==> src/rtl/keypad_scanner_if.sv <==
// Keypad-side signal bundle: row strobes out, column returns in, key events out.
interface keypad_scanner_if;
  logic [3:0] col;
  logic [3:0] row;
  logic       key_valid;
  logic [3:0] key_code;
  logic       key_down;

  // Scanner side drives rows and key events, reads columns.
  modport master (
    input  col,
    output row,
    output key_valid,
    output key_code,
    output key_down
  );

  // Keypad/consumer side drives columns, observes everything else.
  modport slave (
    output col,
    input  row,
    input  key_valid,
    input  key_code,
    input  key_down
  );
endinterface

==> src/rtl/keypad_scanner.sv <==
// 4x4 matrix keypad scanner: strobes rows active-low, debounces full-matrix
// frames and emits a one-cycle event for each clean single-key press.
module keypad_scanner #(
  parameter int unsigned SCAN_DIV        = 100000,
  parameter int unsigned DEBOUNCE_FRAMES = 4
) (
  input logic             clk,
  input logic             rst,
  keypad_scanner_if.master kp
);

  localparam int unsigned DivW   = (SCAN_DIV > 1) ? $clog2(SCAN_DIV) : 1;
  localparam logic [DivW-1:0] DivMax = DivW'(SCAN_DIV - 1);
  localparam logic [3:0]  CntMax = 4'(DEBOUNCE_FRAMES);

  typedef enum logic [1:0] {StIdle, StHeld, StBlocked} state_e;

  logic [3:0]      col_meta_q, col_s_q;
  logic [DivW-1:0] div_q, div_d;
  logic [1:0]      row_idx_q, row_idx_d;
  logic [15:0]     frame_q, frame_d;
  logic [15:0]     prev_q, prev_d;
  logic [3:0]      cnt_q, cnt_d;
  logic [15:0]     stable_q, stable_d;
  logic            key_down_q;
  state_e          state_q, state_d;
  logic            key_valid_q, key_valid_d;
  logic [3:0]      key_code_q, key_code_d;

  logic            scan_tick;
  logic [15:0]     frame_full;
  logic            single_key;
  logic [3:0]      key_idx;
  logic [15:0]     held_map;

  assign scan_tick = (div_q == DivMax);

  assign kp.row       = ~(4'b0001 << row_idx_q);
  assign kp.key_valid = key_valid_q;
  assign kp.key_code  = key_code_q;
  assign kp.key_down  = key_down_q;

  // Two-flop synchroniser for the asynchronous column returns.
  always_ff @(posedge clk) begin
    if (rst) begin
      col_meta_q <= 4'hF;
      col_s_q    <= 4'hF;
    end else begin
      col_meta_q <= kp.col;
      col_s_q    <= col_meta_q;
    end
  end

  // Row divider, frame capture and frame-to-frame debounce.
  always_comb begin
    div_d      = div_q + DivW'(1);
    row_idx_d  = row_idx_q;
    frame_d    = frame_q;
    prev_d     = prev_q;
    cnt_d      = cnt_q;
    stable_d   = stable_q;
    // Frame as it will look once the current row's sample lands this edge.
    frame_full = frame_q;
    frame_full[row_idx_q*4 +: 4] = ~col_s_q;
    if (scan_tick) begin
      div_d     = '0;
      frame_d   = frame_full;
      row_idx_d = row_idx_q + 2'd1;
      if (row_idx_q == 2'd3) begin
        if (frame_full == prev_q) begin
          cnt_d = (cnt_q < CntMax) ? cnt_q + 4'd1 : cnt_q;
        end else begin
          cnt_d = 4'd0;
        end
        prev_d = frame_full;
        if (cnt_d == CntMax) begin
          stable_d = frame_full;
        end
      end
    end
  end

  // Scan and debounce state registers.
  always_ff @(posedge clk) begin
    if (rst) begin
      div_q      <= '0;
      row_idx_q  <= 2'd0;
      frame_q    <= '0;
      prev_q     <= '0;
      cnt_q      <= 4'd0;
      stable_q   <= '0;
      key_down_q <= 1'b0;
    end else begin
      div_q      <= div_d;
      row_idx_q  <= row_idx_d;
      frame_q    <= frame_d;
      prev_q     <= prev_d;
      cnt_q      <= cnt_d;
      stable_q   <= stable_d;
      key_down_q <= (stable_q != 16'd0);
    end
  end

  // Decode whether the stable map holds exactly one key, and which one.
  always_comb begin
    single_key = 1'b0;
    key_idx    = 4'd0;
    for (int i = 0; i < 16; i++) begin
      if (stable_q == (16'd1 << i)) begin
        single_key = 1'b1;
        key_idx    = 4'(i);
      end
    end
  end

  assign held_map = 16'd1 << key_code_q;

  // Press FSM: report a lone key once; any rollover blocks until full release.
  always_comb begin
    state_d     = state_q;
    key_valid_d = 1'b0;
    key_code_d  = key_code_q;
    unique case (state_q)
      StIdle: begin
        if (single_key) begin
          key_code_d  = key_idx;
          key_valid_d = 1'b1;
          state_d     = StHeld;
        end else if (stable_q != 16'd0) begin
          state_d = StBlocked;
        end
      end
      StHeld: begin
        if (stable_q == 16'd0) begin
          state_d = StIdle;
        end else if (stable_q != held_map) begin
          state_d = StBlocked;
        end
      end
      StBlocked: begin
        if (stable_q == 16'd0) begin
          state_d = StIdle;
        end
      end
      default: state_d = StIdle;
    endcase
  end

  // FSM and event output registers.
  always_ff @(posedge clk) begin
    if (rst) begin
      state_q     <= StIdle;
      key_valid_q <= 1'b0;
      key_code_q  <= 4'd0;
    end else begin
      state_q     <= state_d;
      key_valid_q <= key_valid_d;
      key_code_q  <= key_code_d;
    end
  end

endmodule
==> src/flat_wrapper.sv <==
// flat-port wrapper written by rule: the top's interface ports become plain ports
module keypad_scanner_flat 
#(
  parameter int unsigned SCAN_DIV        = 100000,
  parameter int unsigned DEBOUNCE_FRAMES = 4
)
  (clk, rst, kp_col, kp_row, kp_key_valid, kp_key_code, kp_key_down);
  keypad_scanner_if kp_i ();
  input logic clk;
  input logic rst;
  input wire logic [$bits(kp_i.col)-1:0] kp_col;
  output wire logic [$bits(kp_i.row)-1:0] kp_row;
  output wire logic [$bits(kp_i.key_valid)-1:0] kp_key_valid;
  output wire logic [$bits(kp_i.key_code)-1:0] kp_key_code;
  output wire logic [$bits(kp_i.key_down)-1:0] kp_key_down;
  assign kp_i.col = kp_col;
  assign kp_row = kp_i.row;
  assign kp_key_valid = kp_i.key_valid;
  assign kp_key_code = kp_i.key_code;
  assign kp_key_down = kp_i.key_down;
  keypad_scanner #(.SCAN_DIV(SCAN_DIV), .DEBOUNCE_FRAMES(DEBOUNCE_FRAMES)) u_core (.clk(clk), .rst(rst), .kp(kp_i));
endmodule
==> config.mk <==
export PLATFORM = sky130hd
export DESIGN_NAME = keypad_scanner_flat
export DESIGN_NICKNAME = d
export VERILOG_FILES = /design/src/rtl/keypad_scanner_if.sv /design/src/rtl/keypad_scanner.sv /design/src/flat_wrapper.sv
export SDC_FILE = /design/constraint.sdc
export NUM_CORES = 1
export LEC_CHECK = 0
export CORE_ASPECT_RATIO = 1.75
export CORE_UTILIZATION = 62
export CTS_CLUSTER_DIAMETER = 120
export DETAILED_ROUTE_END_ITERATION = 10
export GPL_ROUTABILITY_DRIVEN = 0
export PLACE_DENSITY = 0.87
export SLEW_MARGIN = 20
export SYNTH_ARGS = -nofsm -noshare
export SYNTH_HDL_FRONTEND = slang
export SYNTH_SLANG_ARGS = --single-unit
==> constraint.sdc <==
create_clock -name clk -period 4.5 [get_ports clk]
set_input_delay 1.35 -clock clk [delete_from_list [all_inputs] [get_ports clk]]
set_output_delay 1.35 -clock clk [all_outputs]
set_load 0.005 [all_outputs]
# ---- Yosys cells after proc, flatten, opt, wreduce, memory -nomap -nowiden
# Index checks and enable logic that the tools add are counted.
dict set report word_totals {
  output_inout_bits 10
  reg_bits 87
  in_bits 6
  wordCells 102
}
dict set report classes {
  add_sub_neg 4
  reduce_logical 9
  muxes 43
  bitwise 3
  magnitude_cmp 1
  shifts 4
  n_eq_ne 26
}
# cell n
set op_table {}
lappend op_table {{4-bit 2-to-1 mux} 12}
lappend op_table {{4-bit negator with 34-bit output} 1}
lappend op_table {{4-bit by 34-bit variable shift with 16-bit output, first input constant} 1}
lappend op_table {{4-bit by 34-bit indexed part select with 16-bit output} 1}
lappend op_table {{1-bit 2-to-1 mux} 18}
lappend op_table {{17-bit by 1-bit adder with 17-bit output, second input constant} 1}
lappend op_table {{17-bit equality test, second input constant} 1}
lappend op_table {{16-bit bitwise mux} 1}
lappend op_table {{16-bit by 1-bit equality test with 1-bit output, second input constant} 1}
lappend op_table {{16-bit by 10-bit equality test with 1-bit output, second input constant} 1}
lappend op_table {{16-bit by 11-bit equality test with 1-bit output, second input constant} 1}
lappend op_table {{16-bit by 12-bit equality test with 1-bit output, second input constant} 1}
lappend op_table {{16-bit by 13-bit equality test with 1-bit output, second input constant} 1}
lappend op_table {{16-bit by 14-bit equality test with 1-bit output, second input constant} 1}
lappend op_table {{16-bit by 15-bit equality test with 1-bit output, second input constant} 1}
lappend op_table {{16-bit equality test} 1}
lappend op_table {{16-bit equality test, second input constant} 1}
lappend op_table {{16-bit by 2-bit equality test with 1-bit output, second input constant} 1}
lappend op_table {{16-bit by 3-bit equality test with 1-bit output, second input constant} 1}
lappend op_table {{16-bit by 4-bit equality test with 1-bit output, second input constant} 1}
lappend op_table {{16-bit by 5-bit equality test with 1-bit output, second input constant} 1}
lappend op_table {{16-bit by 6-bit equality test with 1-bit output, second input constant} 1}
lappend op_table {{16-bit by 7-bit equality test with 1-bit output, second input constant} 1}
lappend op_table {{16-bit by 8-bit equality test with 1-bit output, second input constant} 1}
lappend op_table {{other kinds (23)} 38}

# ---- Logic depth before layout (Yosys ltp)
dict set report depth {
  depth_word 19
  depth_mapped 12
  mapped_depth_nobuf 9
}

# ---- Least setup slack after synthesis
# OpenSTA, ideal clock, no wires.
dict set report synth_path {
  path_type {register to register}
  start {register u_core.row_idx_q[0]}
  end {register u_core.stable_q[13]}
  stages_incl_launch_ff 12
  path_slack_ps 1360
  period_less_slack_ps 3140
  n_path_buf 2
  arrival_ps 3018
  setup_ps 121
  path_cell_list {dfxtp_1 > inv_1 > ha_1 > buf_2 > or4b_2 > a21oi_1 > a21oi_1 > a21oi_1 > o2111ai_1 > or4_1 > buf_6 > mux2_4}
}
dict set report synth_between {
  elab_chain_len 9
  elab_cells_between_ends 11
}
# item line_no
set synth_lines {}
lappend synth_lines {{start: declaration} keypad_scanner.sv:20} ;# logic [1:0] row_idx_q, row_idx_d;
lappend synth_lines {{start signal: assignment} keypad_scanner.sv:95} ;# row_idx_q <= row_idx_d;
lappend synth_lines {{4-bit negator with 34-bit output} keypad_scanner.sv:64} ;# frame_full[row_idx_q*4 +: 4] = ~col_s_q;
lappend synth_lines {{4-bit by 34-bit indexed part select with 16-bit output or 4-bit by 34-bit variable shift with 16-bit output (tied branches)} keypad_scanner.sv:64}
lappend synth_lines {{16-bit bitwise mux} keypad_scanner.sv:64}
lappend synth_lines {{16-bit equality test} keypad_scanner.sv:70} ;# if (frame_full == prev_q) begin
lappend synth_lines {{4-bit 2-to-1 mux} keypad_scanner.sv:70}
lappend synth_lines {{4-bit 2-to-1 mux} keypad_scanner.sv:69} ;# if (row_idx_q == 2'd3) begin
lappend synth_lines {{4-bit 2-to-1 mux} keypad_scanner.sv:65} ;# if (scan_tick) begin
lappend synth_lines {{4-bit by 3-bit equality test with 1-bit output} keypad_scanner.sv:76} ;# if (cnt_d == CntMax) begin
lappend synth_lines {{3-bit AND reduction (no source line)} n/a}
lappend synth_lines {{end signal: assignment} keypad_scanner.sv:99} ;# stable_q <= stable_d;
lappend synth_lines {{end: declaration} keypad_scanner.sv:24} ;# logic [15:0] stable_q, stable_d;
# Several ways; a longest one is shown, not always the timed one. The select of a mux whose other input is x is not followed.
# A chain may end at the register's enable or synchronous reset.

# ---- Final worst setup path
dict set report layout_path {
  start {register u_core.row_idx_q[0]}
  end {register u_core.stable_q[3]}
}
# The elaborated chain is that of the path after synthesis.

==> flow_summary.json <==
{
  "rsz0062_at_grt": "no",
  "cp.arrival_ps": 4230,
  "synth_top_family_by_area": "simple AND/OR/NAND/NOR gates",
  "cellLeakagePower_nw": 2.02,
  "layout-drive-gt1-share": 0.0608,
  "setup_violations": 0,
  "grt_pass1_vias": 4598,
  "cts_setup_buffers": 0,
  "reg2reg_to": "u_core.stable_q[3]",
  "cts_buffer_depth": 2,
  "grt_max_degree": 53,
  "worst-setup-path-type": "flop to flop",
  "synth_nets": 645,
  "pwr-share-seq": 0.475,
  "max_freq_mhz": 250,
  "period_minus_slack_ps": 4000,
  "area_growth_pct": 8.42,
  "track_usage": 0.304,
  "netlist_area_um2": 4960,
  "irDropWorstVdd_uv": 269,
  "tns_ps": 0,
  "cts_tree": "yes",
  "nNetsFinal": 633,
  "p_per_area_nw_per_um2": 306,
  "async_reset_ff_frac": 0,
  "drtAntennaViolNets": 0,
  "path_max_fanout": 17,
  "grt_overflow": 0,
  "fin_cells": 713,
  "final_core_util": 0.701,
  "critPathCaptureType": "flop",
  "drc": 0,
  "antennaDiodeCount": 0,
  "cts_buffers": 9,
  "cp.required_ps": 4720,
  "finClkSkew_ps": 7.19,
  "antenna_found_initial": 0,
  "fin_area_um2": 5380,
  "yosysSeqAreaShare": 0.351,
  "synth_mux_area_frac": 0.0434,
  "cp-endpoint": "u_core.stable_q[3]",
  "synthCells": 632,
  "maxCapViolCount": 0,
  "dp_cells": 697,
  "dp_hpwl_um": 8530,
  "startpoint_type": "flop",
  "ys.flop_type": "dfxtp_1",
  "syn_avg_cell_area_um2": 7.85,
  "numPortBuffers": 15,
  "wl_um": 12200,
  "cts_sinks": 87,
  "worstMarginPinSlew_ps": 824,
  "final_max_slew_viol_count": 0,
  "routed-via-count": 4616,
  "ys_ff_latch": 87,
  "grt_pass1_wl_um": 20500,
  "yosysUniqueCellTypes": 65,
  "pwr-share-clk": 0.503,
  "rows": 42,
  "dieArea_um2": 8380,
  "start_util": 0.647,
  "holdCritPathClass": "flop to flop",
  "crit_start": "u_core.row_idx_q[0]",
  "reg2reg_slack_ps": 500,
  "synth_xor_xnor_area_share": 0.0635,
  "synth_edf_count": 0,
  "rr_worst_depth": 10,
  "post_dp_cell_area_um2": 5030,
  "yosys_warnings": 0,
  "io_pins": 16,
  "synth_simple_gate_area_frac": 0.292,
  "die_w_um": 69.6,
  "viasPerCell": 6.47,
  "period_share": 0.890,
  "switching_share": 0.196,
  "hold_viol_final": 0,
  "wl_per_cell_um": 17.1,
  "switchingPower_uw": 323,
  "cts-root-buf": "clkbuf_16",
  "core_um2": 7670,
  "synth_fa_ha_area_frac": 0.0176,
  "timing.hold.ws_ps": 408,
  "p_int_mw": 1.32,
  "comb_power_share": 0.022,
  "h-tree-depth": 3,
  "worstSkewPairLatency_ps": 340,
  "drt_iter0_markers": 407,
  "die_h_um": 120,
  "synth-compound-area-share": 0.173,
  "clk_pin_slew_ps": 60,
  "firstDrtPassIters": 5,
  "reg2reg_from": "u_core.row_idx_q[0]",
  "max_slew_margin": 0.446,
  "run_status": "finished clean"
}
## state kept, by name, summed over array words and instances, names as in the netlist
| register | cells |
|---|---|
| u_core.prev_q | 16 |
| u_core.col_meta_q | 4 |
| u_core.kp.key_code | 4 |
| u_core.state_q | 2 |
| u_core.cnt_q | 4 |
| u_core.row_idx_q | 2 |
| u_core.frame_q | 16 |
| u_core.stable_q | 16 |
| u_core.col_s_q | 4 |
| u_core.div_q | 17 |
| u_core.kp.key_valid | 1 |
| u_core.kp.key_down | 1 |
## through the flow
step	total power, mW	setup WS, ps
2_1_floorplan	0.824	1360
3_3_place_gp	0.833	641
3_5_place_dp	0.835	412
4_1_cts	1.66	382
5_1_grt	1.69	232
6_report	1.65	496
## worst max-delay path, cell delays in order, from the launching register on
cell and delay, ps:
dfxtp_1 640, inv_1 240, ha_1 500, nand4bb_1 310
o22ai_1 400, xor2_1 130, nor4_1 420, o2111ai_1 210
or4_4 700, buf_4 220, mux2i_1 120
## kinds of logic after synthesis
group | Yosys count
buffers and inverters | 61
DFF | 87
adders and majority gates | 7
and+or+nand+nor | 281
AOI/OAI and AO/OA | 140
muxes | 20
xor gates and xnor gates | 36
## power groups by stage
stage / Clock [mW] / Sequential (mW) / Combinational [mW]
5_1_grt: 0.870 / 0.782 / 0.0404
3_5_place_dp: 0 / 0.798 / 0.0361
4_1_cts: 0.839 / 0.781 / 0.0364
6_report: 0.828 / 0.782 / 0.0367
3_3_place_gp: 0 / 0.798 / 0.0349
2_1_floorplan: 0 / 0.795 / 0.0289
## how the worst min path moves through the flow
stage	startpoint	end	slack [ps]	cells after the start
2_1_floorplan	u_core.col_meta_q[0]	u_core.col_s_q[0]	390	1
3_3_place_gp	u_core.col_meta_q[2]	u_core.col_s_q[2]	390	1
3_5_place_dp	u_core.col_meta_q[1]	u_core.col_s_q[1]	400	1
4_1_cts	u_core.col_meta_q[1]	u_core.col_s_q[1]	410	1
5_1_grt	u_core.col_meta_q[1]	u_core.col_s_q[1]	420	1
6_report	u_core.col_meta_q[1]	u_core.col_s_q[1]	410	1
## Yosys cell counts, drive strengths merged, types with 5 or more instances
| master | n | area, um^2 |
|---|---|---|
| inv | 17 | 63.8 |
| xor2 | 27 | 236 |
| nor2 | 47 | 176 |
| ha | 7 | 87.6 |
| nor2b | 9 | 56.3 |
| nor3b | 7 | 52.6 |
| o21ai | 34 | 170 |
| nand2 | 94 | 353 |
| nand2b | 28 | 175 |
| or2 | 9 | 56.3 |
| nand3 | 10 | 50.1 |
| or4 | 5 | 37.5 |
| o31ai | 5 | 37.5 |
| o22ai | 10 | 62.6 |
| nand4 | 8 | 50.1 |
| nor4b | 6 | 52.6 |
| nor4 | 7 | 43.8 |
| a211oi | 8 | 60.1 |
| clkbuf | 28 | 106 |
| buf | 16 | 123 |
| xnor2 | 9 | 78.8 |
| and3 | 7 | 43.8 |
| or2b | 9 | 67.6 |
| a21oi | 50 | 250 |
| dfxtp | 87 | 1740 |
| or3 | 5 | 31.3 |
| nor3 | 16 | 80.1 |
| mux2i | 17 | 170 |
## what timing repair did
item                                    in CTS  in global routing
endpoints found under the setup margin       0                  4
hold buffers                                 0                  0
hold endpoints to repair                     0                  0
gates resized for setup                      0                  1
## routing by layer
layer,global-route usage,wire (um),vias to the layer above,part of all wire
met3,0.0575,684,79,0.056
li1,-,-,2188,-
met1,0.316,4530,2139,0.37
met2,0.520,6170,210,0.51
met4,0.259,833,0,0.068
met5,0,0,-,0
## layout by cell type, fill, tap and decap left out, types with 3 or more instances in the layout
master	count
a211oi_1	8
a21oi_1	50
a22oi_1	3
a31oi_1	3
a32oi_1	3
and3_1	7
buf_4	6
clkbuf_16	9
clkbuf_8	3
clkdlybuf4s50_1	14
dfxtp_1	87
ha_1	7
inv_1	17
mux2_4	3
mux2i_1	17
nand2_1	94
nand2b_1	28
nand3_1	10
nand4_1	8
nor2_1	47
nor2b_1	9
nor3_1	16
nor3b_1	7
nor4_1	7
nor4b_1	6
o21ai_0	34
o22ai_1	10
o31ai_1	5
or2_2	9
or2b_1	9
or3_1	5
or4_1	4
xnor2_1	9
xor2_1	27
## area by class of cell
type | count | area, um^2
inverter | 17 | 63.8
clock inverter | 4 | 76.3
tap | 88 | 110
multi-input combinational | 484 | 2930
fill | 601 | 2290
sequential | 87 | 1740
clock buffer | 12 | 267
timing repair buffer | 21 | 190
Note: power is estimated with default switching activity, not from simulation.
==> RTL edit 1 (config.mk and constraints unchanged) <==
Encoding of `state_e`: now one-hot (3 bits for 3 states).
--- a/src/rtl/keypad_scanner.sv
+++ b/src/rtl/keypad_scanner.sv
@@ -13,7 +13,7 @@
   localparam logic [DivW-1:0] DivMax = DivW'(SCAN_DIV - 1);
   localparam logic [3:0]  CntMax = 4'(DEBOUNCE_FRAMES);
 
-  typedef enum logic [1:0] {StIdle, StHeld, StBlocked} state_e;
+  typedef enum logic [2:0] {StIdle = 3'b001, StHeld = 3'b010, StBlocked = 3'b100} state_e;
 
   logic [3:0]      col_meta_q, col_s_q;
   logic [DivW-1:0] div_q, div_d;
Function: no difference found for any inputs over 10 cycles, from zero or initial values and one cycle with rst high; not proved beyond that.
==> RTL edit 1 against the unedited design <==
  * Routed wire length decreased by 4.5%
  * Combinational power increased by 3%
  * Sequential cell count up 1
  * Highest routed layer unchanged
  * Cell area grew 0.77%
  * Power fell by 4.4%
  * Setup slack better by 0.56 ns
  * Sequential power grew 1%
  * Area after synthesis up 1.0%
  * Largest cell class unchanged
==> RTL edit 1: results (changes against the unedited design) <==
STA
The worst clock skew came to 0.006681 ns (-0.0005065 ns).

Routing
The detailed router used layers up to and including met4. The met3 wire length came to 532 µm (-22%). The final wirelength is 11.67 mm (-4.5%). The detailed route wirelength on metal2 is 6.140 mm (-0.55%). The average vias per placed instance is 6.439 (-0.53%).

The iteration-0 DRC count of the detailed router is 261 (-36%). The wire length on met1 is 4.327 mm (-4.5%).

Layout
The final net count came to 628 (-0.79%). The count of non-filler cells in the finished layout is 710 (-0.42%). The filler cell count is 626 (+4.2%).

The share of cells above drive strength 1 is 7.097% (+1.0 points). The total inserted antenna cells is 0 (unchanged). The flip-flop count of the largest register, all copies and words added is 17 (unchanged).

Pwr
The leakage power summed over all cells is 0.001825 µW (-9.8%).

Placement
The placed standard-cell area is 5116 µm² (+1.6%). The sum of net half-perimeters after detailed placement is 8.461 mm (-0.80%). The placed instance count is 694 (-0.43%).

The worst slack at placement is 1.094 ns (+0.6815 ns).

Die
The die footprint came to 8464 µm² (+0.99%).

Status
The run finished with clean final reports.

Critical path
The arrival time of data at the critical path endpoint is 3.71 ns (-0.52 ns). The largest individual stage delay along the critical path comes from the cell sky130_fd_sc_hd__or4_1. The biggest cell delay along the critical path came to 0.63 ns (-0.07 ns).

Synth
Sorting the synthesized cells by how often they occur yields 88 x sky130_fd_sc_hd__dfxtp_1, 82 x sky130_fd_sc_hd__nor2_1, 45 x sky130_fd_sc_hd__nand2_1. The post-synthesis area per instance was 7.971 µm² (+1.5%). The count of different cell masters after synthesis is 74 (+14%). Ranked by total cell area, the synthesized netlist is headed by sky130_fd_sc_hd__dfxtp_1 35%, sky130_fd_sc_hd__nor2_1 6.1%, sky130_fd_sc_hd__a211oi_1 4.5%, sky130_fd_sc_hd__a21oi_1 3.5%, sky130_fd_sc_hd__xnor2_1 3.5%.

Global routing
The first-pass GRT wire length is 19.58 mm (-4.5%). The maximum number of pins on one net before global-route repair was 38 (-28%). The global routing usage summed across all routing layers is 28.66% (-1.7 points). The number of global-route vias before repair is 4399 (-4.3%).
==> RTL edit 1: changes by cell type after synthesis, moves of 7 or more <==
cell,change
sky130_fd_sc_hd__o21a_1,+12
sky130_fd_sc_hd__mux2i_1,-14
sky130_fd_sc_hd__or2b_1,-9
sky130_fd_sc_hd__nand2_1,-49
sky130_fd_sc_hd__xor2_1,-10
sky130_fd_sc_hd__o21ai_1,+13
sky130_fd_sc_hd__o21ai_0,-15
sky130_fd_sc_hd__a211oi_1,+22
sky130_fd_sc_hd__a21oi_1,-15
sky130_fd_sc_hd__xnor2_1,+11
sky130_fd_sc_hd__o22ai_1,-7
sky130_fd_sc_hd__clkbuf_1,+10
sky130_fd_sc_hd__nor2_1,+35
==> RTL edit 1: worst paths after layout <==
path / start / endpoint / slack, ns / cells past startpoint
setup / recovery: u_core.row_idx_q[0] / u_core.cnt_q[3] / 1.05 / 9
hold / removal: u_core.col_meta_q[2] / u_core.col_s_q[2] / 0.41 / 1
setup reg to reg: u_core.row_idx_q[0] / u_core.cnt_q[3] / 1.05 / 9
hold reg to reg: u_core.col_meta_q[2] / u_core.col_s_q[2] / 0.41 / 1
==> RTL edit 1: worst max-delay path, delay by kind of cell, from the launching register on <==
family | cells | cell delay, ns
flip-flops | 1 | 0.58
AND/OR/NAND/NOR | 4 | 1.46
adder cells (fa/ha/maj) | 1 | 0.50
buffers and inverters | 1 | 0.15
AO/OA/AOI/OAI | 3 | 0.69
==> RTL edit 1: cell type report <==
class                           instances  area, µm²  area share [%]
Clock buffer                           10      239.0           4.407
Clock inverter                          6      67.56           1.246
Inverter                               19      71.32           1.315
Multi-Input combinational cell        477       2988           55.10
Sequential cell                        88       1762           32.49
Tap cell                               90      112.6           2.077
Timing Repair Buffer                   20      182.7           3.369
==> RTL edit 1: power by group <==
group          internal, µW  switching (µW)
registers               785            5.26
logic                  15.9            22.0
clock network           447             300
==> RTL edit 1: cells by family after synthesis <==
| group | share of synthesized area [%] |
|---|---|
| buf+inv | 5.415 |
| simple gates | 28.95 |
| mux | 0.5990 |
| fa+ha+maj | 1.747 |
| flops | 35.14 |
| xor+xnor | 6.464 |
| compound gates | 21.69 |
==> RTL edit 1: per-layer routing <==
metal	up-vias	track usage [%]
li1	2216	-
met1	2101	29.08
met3	55	4.651
met5	-	0
met4	0	20.00
met2	200	52.34
==> RTL edit 2 (same settings) <==
Without the edit above. `SCAN_DIV` is set to 100000 in 2 places; all go to 50000.
--- a/src/rtl/keypad_scanner.sv
+++ b/src/rtl/keypad_scanner.sv
@@ -1,7 +1,7 @@
 // 4x4 matrix keypad scanner: strobes rows active-low, debounces full-matrix
 // frames and emits a one-cycle event for each clean single-key press.
 module keypad_scanner #(
-  parameter int unsigned SCAN_DIV        = 100000,
+  parameter int unsigned SCAN_DIV        = 50000,
   parameter int unsigned DEBOUNCE_FRAMES = 4
 ) (
   input logic             clk,
--- a/src/flat_wrapper.sv
+++ b/src/flat_wrapper.sv
@@ -1,7 +1,7 @@
 // flat-port wrapper written by rule: the top's interface ports become plain ports
 module keypad_scanner_flat 
 #(
-  parameter int unsigned SCAN_DIV        = 100000,
+  parameter int unsigned SCAN_DIV        = 50000,
   parameter int unsigned DEBOUNCE_FRAMES = 4
 )
   (clk, rst, kp_col, kp_row, kp_key_valid, kp_key_code, kp_key_down);
Check against the original RTL: same outputs for any inputs over 10 cycles, from zero or initial values and one cycle with rst high; that may be too few to reach the edited logic, so the function may still have changed.
==> RTL edit 2 against the unedited design <==
  * Setup slack lost 0.046 ns
  * Routed wire length is 0.70% lower
  * Power increased by 0.81%
  * Fmax is 1.1% lower
  * Non-clock buffer count shrank 1
  * Area after synthesis up 1.1%
  * Cell area grew 0.93%
  * Sequential cell count down 1
==> RTL edit 2: results (changes against the unedited design) <==
Critical path
The capturing instance or port of the critical path is u_core.stable_q[6]. The arrival time of data at the critical path endpoint is 4.28 ns (+0.05 ns). The top fanout value on the critical path is 17 (unchanged). The register-to-register setup slack is 0.45 ns (-0.05 ns).

Global routing
The first-pass GRT wire length was 20.20 mm (-1.5%). The met3 global-route usage is 5.482% (-0.27 points). The number of global-route vias before repair was 4382 (-4.7%). The global routing usage summed across all routing layers is 30.16% (-0.22 points). The global routing met1 resource utilization is 31.61% (+0.053 points). The maximum number of pins on one net before global-route repair was 50 (-5.7%).

Synth
The number of instances in the synthesized netlist was 616 (-2.5%). By count the netlist is led by 87 x sky130_fd_sc_hd__nor2_1, 86 x sky130_fd_sc_hd__dfxtp_1, 39 x sky130_fd_sc_hd__clkbuf_1. The synthesized-area fraction occupied by ao, oa, aoi and oai cells is 17.46% (+0.12 points). Sorting the synthesized cells by area gives the leading types as sky130_fd_sc_hd__dfxtp_1 34%, sky130_fd_sc_hd__nor2_1 6.5%, sky130_fd_sc_hd__xnor2_1 3.8%, sky130_fd_sc_hd__mux2i_1 3.8%, sky130_fd_sc_hd__a211oi_1 3.1%. The fraction of synthesized area in multiplexers is 6.336% (+2.0 points). The count of different cell masters after synthesis came to 77 (+18%). The xor and xnor area share after synthesis came to 6.635% (+0.28 points).

The net count after synthesis is 629 (-2.5%).

Hold path
The path with the worst hold slack has its endpoint at u_core.col_s_q[3]. The worst hold path begins at u_core.col_meta_q[3].

Status
The run finished with clean final reports.

Pwr
The net switching power of the design is 321.1 µW (-0.70%). The power in the clock group came to 854 µW (+3.1%). The part of the power in registers is 46.5% (-1.0 points). The peak supply drop is 0.2789 mV (+3.6%). The clock share of power came to 51.5% (+1.2 points).

Routing
The detailed-route via count came to 4496 (-2.6%). The detailed route wirelength on metal2 is 6.446 mm (+4.4%). The final wirelength is 12.14 mm (-0.70%). The iteration-0 DRC count of the detailed router is 387 (-4.9%). The met3 wire length is 485 µm (-29%). The wire length on met1 is 4.486 mm (-0.97%).

Placement
The placed instance count came to 676 (-3.0%). The sum of net half-perimeters after detailed placement came to 8.620 mm (+1.1%).

STA
The measured slew at the worst slew-check pin is 0.9278 ns (+0.1037 ns).

Layout
The filler cell count is 606 (+0.83%). The share of cells above drive strength 1 is 7.973% (+1.9 points). The final net count came to 610 (-3.6%).
==> RTL edit 2: changes by cell type after synthesis, sizes merged, moves of 12 or more <==
cell,unedited run,this run
a211oi,8,21
xnor2,9,22
nand3,10,22
nor2,47,87
a21oi,50,26
nand2,94,34
==> RTL edit 2: final cells by class <==
cell class | instances | share of cell area, %
clock inverters | 5 | 1.958
well taps | 90 | 2.073
flip-flops and latches | 86 | 31.70
clock buffers | 11 | 4.469
multi-input cells | 465 | 55.40
inverters | 15 | 1.037
repair buffers | 20 | 3.363
==> RTL edit 2: stage by stage <==
stage	hold slack (ns)	setup slack, ns	util [%]	cell area, µm²
6_report	0.4109	0.4492	69.15	5431
5_1_grt	0.4340	0.3314	69.15	5431
4_1_cts	0.4148	0.6000	69.15	5431
3_5_place_dp	0.3972	0.6406	64.70	5082
3_3_place_gp	0.3915	0.7629	64.70	5082
2_1_floorplan	0.3895	1.428	-	5016
